## config.mk

```make
export PLATFORM = sky130hd
export DESIGN_NAME = ex_pipe_flat
export DESIGN_NICKNAME = d
export VERILOG_FILES = /design/src/rtl/ex_pipe_if.sv /design/src/rtl/ex_pipe.sv /design/src/flat_wrapper.sv
export SDC_FILE = /design/constraint.sdc
export NUM_CORES = 1
export LEC_CHECK = 0
export ABC_CLOCK_PERIOD_IN_PS = 7950
export CORE_UTILIZATION = 50
export DETAILED_ROUTE_END_ITERATION = 7
export PLACE_DENSITY = 0.79
export SETUP_SLACK_MARGIN = 0.1
export SLEW_MARGIN = 20
export SYNTH_ARGS = -nofsm -noshare
export SYNTH_HDL_FRONTEND = slang
export SYNTH_SLANG_ARGS = --single-unit
```

## constraint.sdc

```tcl
create_clock -name clk -period 7.95 [get_ports clk]
set_input_delay 1.59 -clock clk [delete_from_list [all_inputs] [get_ports clk]]
set_output_delay 1.59 -clock clk [all_outputs]
set_load 0.02 [all_outputs]
```

## src/rtl/ex_pipe_if.sv

```systemverilog
// ex_pipe_if
// Handshake and data bundle between decode, the ex_pipe execute stage and
// the memory stage.
//
// Configuration: WIDTH, the datapath width in bits.
//
// Decode side (driven by master):
//   in_valid, icode_i, ifun_i, valA_i, valB_i, valC_i, dstE_i
//   in_ready (driven by slave)
// Memory side (driven by slave):
//   out_valid, icode_o, valE_o, valA_o, dstE_o, cnd_o, cc_o, err_o
//   out_ready (driven by master)
//
// Modports:
//   master - the environment around the stage (decode plus memory).
//   slave  - the execute stage itself.

interface ex_pipe_if #(
   parameter int WIDTH = 32
);

   logic             in_valid;
   logic             in_ready;
   logic [7:0]       icode_i;
   logic [7:0]       ifun_i;
   logic [WIDTH-1:0] valA_i;
   logic [WIDTH-1:0] valB_i;
   logic [WIDTH-1:0] valC_i;
   logic [7:0]       dstE_i;

   logic             out_valid;
   logic             out_ready;
   logic [7:0]       icode_o;
   logic [WIDTH-1:0] valE_o;
   logic [WIDTH-1:0] valA_o;
   logic [7:0]       dstE_o;
   logic             cnd_o;
   logic [2:0]       cc_o;
   logic             err_o;

   modport master (
      output in_valid, icode_i, ifun_i, valA_i, valB_i, valC_i, dstE_i,
      output out_ready,
      input  in_ready,
      input  out_valid, icode_o, valE_o, valA_o, dstE_o, cnd_o, cc_o, err_o
   );

   modport slave (
      input  in_valid, icode_i, ifun_i, valA_i, valB_i, valC_i, dstE_i,
      input  out_ready,
      output in_ready,
      output out_valid, icode_o, valE_o, valA_o, dstE_o, cnd_o, cc_o, err_o
   );

endinterface

```

## src/rtl/ex_pipe.sv

```systemverilog
// ex_pipe
// Registered Y86 execute stage. It computes valE for every icode and updates
// the {ZF,SF,OF} condition-code register on OPL. It resolves cmovXX/jXX
// against the stored condition codes. Both sides use valid/ready handshakes.
//
// Parameters:
//   WIDTH - datapath width in bits. It must be a multiple of 8 and at least 16.
//   RNONE - register code that means "no destination".
//
// Ports:
//   clk - clock.
//   rst - synchronous, active-high reset.
//   bus - ex_pipe_if.slave. It carries the decode-side inputs, the
//         memory-side outputs and both handshakes.
//
// Optional feature, macro EX_MULL_EN:
//   When EX_MULL_EN is defined, OPL ifun 4 (MULL) runs as a one-bit-per-cycle
//   shift-add multiply. During the multiply the stage sits in state MUL.
//   When EX_MULL_EN is not defined, MULL is reported as an invalid
//   instruction, and every instruction completes in one cycle.

module ex_pipe #(
   parameter int         WIDTH = 32,
   parameter logic [7:0] RNONE = 8'h0F
) (
   input logic      clk,
   input logic      rst,
   ex_pipe_if.slave bus
);

   localparam logic [7:0] I_HALT   = 8'h00;
   localparam logic [7:0] I_NOP    = 8'h01;
   localparam logic [7:0] I_CMOVXX = 8'h02;
   localparam logic [7:0] I_IRMOVL = 8'h03;
   localparam logic [7:0] I_RMMOVL = 8'h04;
   localparam logic [7:0] I_MRMOVL = 8'h05;
   localparam logic [7:0] I_OPL    = 8'h06;
   localparam logic [7:0] I_JXX    = 8'h07;
   localparam logic [7:0] I_CALL   = 8'h08;
   localparam logic [7:0] I_RET    = 8'h09;
   localparam logic [7:0] I_PUSHL  = 8'h0A;
   localparam logic [7:0] I_POPL   = 8'h0B;

   localparam logic [WIDTH-1:0] STACK_STEP = WIDTH'(WIDTH / 8);

   logic [2:0]       cc_q;
   logic             outValid_q;
   logic [7:0]       icode_q;
   logic [WIDTH-1:0] valE_q;
   logic [WIDTH-1:0] valA_q;
   logic [7:0]       dstE_q;
   logic             cnd_q;
   logic             err_q;

   logic             accept;
   logic             condOk;
   logic [WIDTH-1:0] resE;
   logic             resCnd;
   logic             resErr;
   logic [7:0]       resDst;
   logic             ofFlag;
   logic             ccWrite;
   logic [2:0]       cc_d;

`ifdef EX_MULL_EN
   typedef enum logic {IDLE, MUL} state_t;

   localparam int             CW         = $clog2(WIDTH + 1);
   localparam logic [CW-1:0]  COUNT_DONE = CW'(WIDTH);

   state_t             state_q;
   logic [CW-1:0]      count_q;
   logic [2*WIDTH-1:0] mcand_q;
   logic [WIDTH-1:0]   mplier_q;
   logic [2*WIDTH-1:0] acc_q;
   logic               isMull;
   logic [WIDTH-1:0]   mulLo;
   logic               mulHiNz;

   // A new instruction enters only when the FSM is idle and the output
   // register is empty or is being drained in the same cycle.
   assign bus.in_ready = (state_q == IDLE) && (!outValid_q || bus.out_ready);

   // The accumulator holds the full 2*WIDTH product after WIDTH iterations.
   assign mulLo   = acc_q[WIDTH-1:0];
   assign mulHiNz = |acc_q[2*WIDTH-1:WIDTH];
`else
   // A new instruction enters when the output register is empty or is being
   // drained in the same cycle, so back-to-back transfers keep full throughput.
   assign bus.in_ready = !outValid_q || bus.out_ready;
`endif

   assign accept = bus.in_valid && bus.in_ready;

   assign bus.out_valid = outValid_q;
   assign bus.icode_o   = icode_q;
   assign bus.valE_o    = valE_q;
   assign bus.valA_o    = valA_q;
   assign bus.dstE_o    = dstE_q;
   assign bus.cnd_o     = cnd_q;
   assign bus.cc_o      = cc_q;
   assign bus.err_o     = err_q;

   // This block decodes the incoming instruction into its result value,
   // condition outcome, destination, error flag and new condition codes.
   // It tests conditions against the committed cc register. A CC write made
   // on the previous edge is therefore already visible here. An error result
   // forces the result fields to their suppressed values and blocks the
   // CC write.
   always_comb begin
      condOk = 1'b0;
      case (bus.ifun_i)
         8'd0:    condOk = 1'b1;
         8'd1:    condOk = (cc_q[1] ^ cc_q[0]) | cc_q[2];
         8'd2:    condOk = cc_q[1] ^ cc_q[0];
         8'd3:    condOk = cc_q[2];
         8'd4:    condOk = !cc_q[2];
         8'd5:    condOk = !(cc_q[1] ^ cc_q[0]);
         8'd6:    condOk = !(cc_q[1] ^ cc_q[0]) && !cc_q[2];
         default: condOk = 1'b0;
      endcase

      resE    = '0;
      resCnd  = 1'b1;
      resErr  = 1'b0;
      resDst  = bus.dstE_i;
      ofFlag  = 1'b0;
      ccWrite = 1'b0;
`ifdef EX_MULL_EN
      isMull  = 1'b0;
`endif

      case (bus.icode_i)
         I_HALT, I_NOP: resE = '0;
         I_CMOVXX: begin
            resE   = bus.valA_i;
            resCnd = condOk;
            resErr = (bus.ifun_i > 8'd6);
            if (!condOk) resDst = RNONE;
         end
         I_IRMOVL: resE = bus.valC_i;
         I_RMMOVL, I_MRMOVL: resE = bus.valB_i + bus.valC_i;
         I_OPL: begin
            ccWrite = 1'b1;
            case (bus.ifun_i)
               8'd0: begin
                  resE   = bus.valB_i + bus.valA_i;
                  ofFlag = (bus.valA_i[WIDTH-1] == bus.valB_i[WIDTH-1]) &&
                           (resE[WIDTH-1] != bus.valA_i[WIDTH-1]);
               end
               8'd1: begin
                  resE   = bus.valB_i - bus.valA_i;
                  ofFlag = (bus.valA_i[WIDTH-1] != bus.valB_i[WIDTH-1]) &&
                           (resE[WIDTH-1] != bus.valB_i[WIDTH-1]);
               end
               8'd2: resE = bus.valB_i & bus.valA_i;
               8'd3: resE = bus.valB_i ^ bus.valA_i;
`ifdef EX_MULL_EN
               8'd4: begin
                  isMull  = 1'b1;
                  ccWrite = 1'b0;
               end
`endif
               default: resErr = 1'b1;
            endcase
         end
         I_JXX: begin
            resE   = bus.valC_i;
            resCnd = condOk;
            resErr = (bus.ifun_i > 8'd6);
         end
         I_CALL, I_PUSHL: resE = bus.valB_i - STACK_STEP;
         I_RET, I_POPL:   resE = bus.valB_i + STACK_STEP;
         default: resErr = 1'b1;
      endcase

      if (resErr) begin
         resE    = '0;
         resDst  = RNONE;
         resCnd  = 1'b0;
         ccWrite = 1'b0;
      end

      cc_d = cc_q;
      if (ccWrite) cc_d = {(resE == '0), resE[WIDTH-1], ofFlag};
   end

   // This block holds the output register, the cc register and, when enabled,
   // the multiply FSM. A single-cycle instruction loads the output on the
   // edge that accepts it. A MULL records its pass-through fields on
   // acceptance. It loads valE, the flags and out_valid on the edge where
   // the counter reaches WIDTH. Reset wins over every transfer, so a reset
   // during a multiply discards it without touching cc.
   always_ff @(posedge clk) begin
      if (rst) begin
         outValid_q <= 1'b0;
         cc_q       <= 3'b100;
         icode_q    <= I_NOP;
         valE_q     <= '0;
         valA_q     <= '0;
         dstE_q     <= RNONE;
         cnd_q      <= 1'b0;
         err_q      <= 1'b0;
`ifdef EX_MULL_EN
         state_q    <= IDLE;
         count_q    <= '0;
         mcand_q    <= '0;
         mplier_q   <= '0;
         acc_q      <= '0;
`endif
      end else begin
`ifdef EX_MULL_EN
         if (accept && !isMull) begin
`else
         if (accept) begin
`endif
            outValid_q <= 1'b1;
            icode_q    <= bus.icode_i;
            valE_q     <= resE;
            valA_q     <= bus.valA_i;
            dstE_q     <= resDst;
            cnd_q      <= resCnd;
            err_q      <= resErr;
            cc_q       <= cc_d;
         end else if (outValid_q && bus.out_ready) begin
            outValid_q <= 1'b0;
         end

`ifdef EX_MULL_EN
         case (state_q)
            IDLE: begin
               if (accept && isMull) begin
                  state_q  <= MUL;
                  count_q  <= '0;
                  mcand_q  <= {{WIDTH{1'b0}}, bus.valB_i};
                  mplier_q <= bus.valA_i;
                  acc_q    <= '0;
                  icode_q  <= bus.icode_i;
                  valA_q   <= bus.valA_i;
                  dstE_q   <= bus.dstE_i;
               end
            end
            MUL: begin
               if (count_q == COUNT_DONE) begin
                  state_q    <= IDLE;
                  count_q    <= '0;
                  outValid_q <= 1'b1;
                  valE_q     <= mulLo;
                  cnd_q      <= 1'b1;
                  err_q      <= 1'b0;
                  cc_q       <= {(mulLo == '0), mulLo[WIDTH-1], mulHiNz};
               end else begin
                  if (mplier_q[0]) acc_q <= acc_q + mcand_q;
                  mcand_q  <= mcand_q << 1;
                  mplier_q <= mplier_q >> 1;
                  count_q  <= count_q + CW'(1);
               end
            end
            default: state_q <= IDLE;
         endcase
`endif
      end
   end

endmodule

```

## src/flat_wrapper.sv

```systemverilog
// flat-port wrapper written by rule: the top's interface ports become plain ports
module ex_pipe_flat 
#(
   parameter int         WIDTH = 32,
   parameter logic [7:0] RNONE = 8'h0F
)
  (clk, rst, bus_in_valid, bus_icode_i, bus_ifun_i, bus_valA_i, bus_valB_i, bus_valC_i, bus_dstE_i, bus_out_ready, bus_in_ready, bus_out_valid, bus_icode_o, bus_valE_o, bus_valA_o, bus_dstE_o, bus_cnd_o, bus_cc_o, bus_err_o);
  ex_pipe_if #(.WIDTH(WIDTH)) bus_i ();
  input logic clk;
  input logic rst;
  input wire logic [$bits(bus_i.in_valid)-1:0] bus_in_valid;
  input wire logic [$bits(bus_i.icode_i)-1:0] bus_icode_i;
  input wire logic [$bits(bus_i.ifun_i)-1:0] bus_ifun_i;
  input wire logic [$bits(bus_i.valA_i)-1:0] bus_valA_i;
  input wire logic [$bits(bus_i.valB_i)-1:0] bus_valB_i;
  input wire logic [$bits(bus_i.valC_i)-1:0] bus_valC_i;
  input wire logic [$bits(bus_i.dstE_i)-1:0] bus_dstE_i;
  input wire logic [$bits(bus_i.out_ready)-1:0] bus_out_ready;
  output wire logic [$bits(bus_i.in_ready)-1:0] bus_in_ready;
  output wire logic [$bits(bus_i.out_valid)-1:0] bus_out_valid;
  output wire logic [$bits(bus_i.icode_o)-1:0] bus_icode_o;
  output wire logic [$bits(bus_i.valE_o)-1:0] bus_valE_o;
  output wire logic [$bits(bus_i.valA_o)-1:0] bus_valA_o;
  output wire logic [$bits(bus_i.dstE_o)-1:0] bus_dstE_o;
  output wire logic [$bits(bus_i.cnd_o)-1:0] bus_cnd_o;
  output wire logic [$bits(bus_i.cc_o)-1:0] bus_cc_o;
  output wire logic [$bits(bus_i.err_o)-1:0] bus_err_o;
  assign bus_i.in_valid = bus_in_valid;
  assign bus_i.icode_i = bus_icode_i;
  assign bus_i.ifun_i = bus_ifun_i;
  assign bus_i.valA_i = bus_valA_i;
  assign bus_i.valB_i = bus_valB_i;
  assign bus_i.valC_i = bus_valC_i;
  assign bus_i.dstE_i = bus_dstE_i;
  assign bus_i.out_ready = bus_out_ready;
  assign bus_in_ready = bus_i.in_ready;
  assign bus_out_valid = bus_i.out_valid;
  assign bus_icode_o = bus_i.icode_o;
  assign bus_valE_o = bus_i.valE_o;
  assign bus_valA_o = bus_i.valA_o;
  assign bus_dstE_o = bus_i.dstE_o;
  assign bus_cnd_o = bus_i.cnd_o;
  assign bus_cc_o = bus_i.cc_o;
  assign bus_err_o = bus_i.err_o;
  ex_pipe #(.WIDTH(WIDTH), .RNONE(RNONE)) u_core (.clk(clk), .rst(rst), .bus(bus_i));
endmodule
```

==> impl_metrics.ini <==
[outcome]
outcome = finished clean

[place]
preCtsSetupSlack_ns = 0.5229
place.gp.congestion = 1.013
dp_hpwl_um = 43030
io_buffers = 210

[timing]
hold_viol = 0
fin_crit_sh_pct = 91.33
setup_tns_ns = 0
min_period_ns = 7.261
worst_pin_slew_ns = 1.295
rsz0062_at_grt = false
clock.fmax_mhz = 137.7
layout_setup_ws_ns = 0.6891
final-setup-viol-count = 0
maxSlewHeadroom_pct = 13.35
skew_ns = 0.008409
slew_viol_final = 0
holdWs_ns = 0.4549

[hold_path]
worstHoldStart = u_core.bus.icode_o[2]
hold_class = reg -> reg
min_path_cells = 2
min_to = u_core.bus.icode_o[2]

[yosys]
synth_seq_area_share_pct = 14.03
ys_top_cells_by_count = nand2_1, a21oi_1, nor2_1, ha_1, o21ai_0
synth_top_cell_by_area = dfxtp_1
netlist_area_mm2 = 0.01227
synth-seq-cells = 86
ys_types = 85
ys_async_sr_fraction_pct = 0
yosys_warnings = 0
yosysMostFrequentCell = nand2_1
synth_nets = 2063
synth_area_leaders = dfxtp_1, ha_1, a21oi_1
synth_top_cell_area_share_pct = 14.03
synth_cells = 1812
synth_flop_cell = dfxtp_1
avgSynthCellArea_um2 = 6.773
synth_edf_count = 0

[die]
die_x_um = 158.7
die_y_um = 158.7
placementRows = 56
core_area_mm2 = 0.02375
initial_core_util_pct = 51.67
ios = 211
die_area_mm2 = 0.02518

[clock_tree]
path_clk_slew_ns = 0.07
clockBufferDepth = 2
h-tree-depth = 3
tritoncts = yes
post-cts-setup-buffers = 0
holdBufCountCts = 0
clk_latency_ns = 0.36
cts-root-buf = clkbuf_16
cts_made_buffers = 9
cts_resized = 0
clkSinkCount = 86

[worst_setup_path]
reg2reg_from = u_core.bus.out_valid
crit_fanout = 16
cp.arrival_ns = 7.56
crit_type = in -> reg
cp-start-kind = input port
r2r-end = u_core.bus.cc_o[2]
rrSetupSlack_ns = 4.65
cp-end-kind = register
r2r_cells = 10
cp.required_ns = 8.25

[grt]
grt_max_degree = 87
antenna_found_initial = 1
gr-usage-all-layers_pct = 44.68
grt_overflow = 0
grt_pass1_vias = 14200
grt_pass1_wl_um = 84160

[power]
p_per_area_mw_per_mm2 = 116.8
power_mw = 1.740
leakagePower_nw = 5.754
ir_drop_mv = 0.08135

[final_layout]
multi_input_area_mm2 = 0.009846
seq_area_mm2 = 0.001722
drive_above_1_share_pct = 4.133
area_growth_pct = 21.38
nFillCells = 2231
antenna_cells = 0
final_net_count = 2206
final_util_pct = 62.72

[drt]
wirelength_um = 57020
firstDrtPassIters = 6
vias = 15630
drtIter0Drc = 2091
wl_per_cell_um = 25.02
vias_per_cell = 6.857
ant_nets = 0
drcViolationCount = 0

[job]
maxCapViolCount = 0
## critical path, stage by stage
cell and delay (ns):
clkdlybuf4s50_1 0.43, or4_1 0.70, nor3b_2 0.28, and2_1 0.29
inv_1 0.29, buf_4 0.31, ha_1 0.41, nand2_1 0.10
o21ai_0 0.23, nor4_1 0.12, a211oi_1 0.59, nor3b_1 0.15
xnor2_1 0.16, a222oi_1 0.22, o22ai_1 0.16, or3_1 0.42
nor4_1 0.33, nand4_1 0.13, or4_1 0.50, o21ai_1 0.14
## worst max path at each step
stage | from | end | slack [ns] | depth (start not counted)
global placement | bus_icode_i[4] | u_core.bus.cc_o[2] | 0.60 | 20
global route | bus_icode_i[5] | u_core.bus.cc_o[2] | 0.40 | 20
CTS | bus_icode_i[4] | u_core.bus.cc_o[2] | 0.87 | 20
floorplan | bus_icode_i[4] | u_core.bus.cc_o[2] | 0.99 | 21
finish | bus_icode_i[4] | u_core.bus.cc_o[2] | 0.69 | 20
detailed placement | bus_icode_i[4] | u_core.bus.cc_o[2] | 0.52 | 20
## state kept, by name, indices dropped and copies added, names as in the netlist
register	cells
u_core.bus.cc_o	3
u_core.bus.cnd_o	1
u_core.bus.dstE_o	8
u_core.bus.err_o	1
u_core.bus.icode_o	8
u_core.bus.out_valid	1
u_core.bus.valA_o	32
u_core.bus.valE_o	32
## cells in the final DEF, fill, tap and decap left out, types with 9 or more instances in the layout
| cell | instances |
|---|---|
| nand3_1 | 49 |
| nor4_1 | 19 |
| a22oi_1 | 33 |
| xnor2_1 | 38 |
| clkdlybuf4s50_1 | 209 |
| o21bai_1 | 15 |
| clkbuf_16 | 9 |
| nand4_1 | 22 |
| nand3b_1 | 13 |
| a221oi_1 | 9 |
| o31ai_1 | 19 |
| or4_1 | 9 |
| nor2_1 | 153 |
| a31oi_1 | 20 |
| dfxtp_1 | 86 |
| nand2b_1 | 19 |
| inv_1 | 80 |
| a21o_1 | 38 |
| and3_1 | 15 |
| a21oi_1 | 224 |
| o21a_1 | 13 |
| nor3_1 | 57 |
| o22ai_1 | 16 |
| ha_1 | 123 |
| nand2_1 | 239 |
| mux2i_1 | 10 |
| buf_4 | 31 |
| o211ai_1 | 26 |
| a211oi_1 | 42 |
| o21ai_0 | 104 |
| nor2b_1 | 19 |
| xor2_1 | 20 |
## cell families after synthesis
family	Yosys count	share of synthesized area, %
xor+xnor	58	4.139
mux	14	1.274
compound gates	676	36.05
buf+inv	190	6.056
flops	86	14.03
fa+ha+maj	127	13.19
simple gates	661	25.26
## metal layers
metal	part of all wire, %	global-route usage [%]	vias up
li1	-	-	7045
met1	39	57.98	7253
met2	41	65.64	1125
met3	15	14.92	203
met4	4.9	21.84	2
met5	0.023	0	-
## report_power, final
| group | switching, mW | internal (mW) | leakage, nW |
|---|---|---|---|
| combinational | 0.523 | 0.313 | 4.90 |
| clock | 0.225 | 0.223 | 0.146 |
| sequential | 0.00794 | 0.447 | 0.703 |
## metrics by stage
stage	instances	instance area, um^2
floorplan	1812	12270
global placement	2263	14590
detailed placement	2263	14590
CTS	2279	14890
global route	2279	14900
finish	2279	14900
## cell type report
cell class              instances  area share (%)
clock buffers                   9           1.512
inverters                      81           2.041
flip-flops and latches         86           11.56
repair buffers                241           15.64
multi-input cells            1536           66.09
clock inverters                 7          0.4787
well taps                     319           2.679
Power figures use the tool's default switching activity.
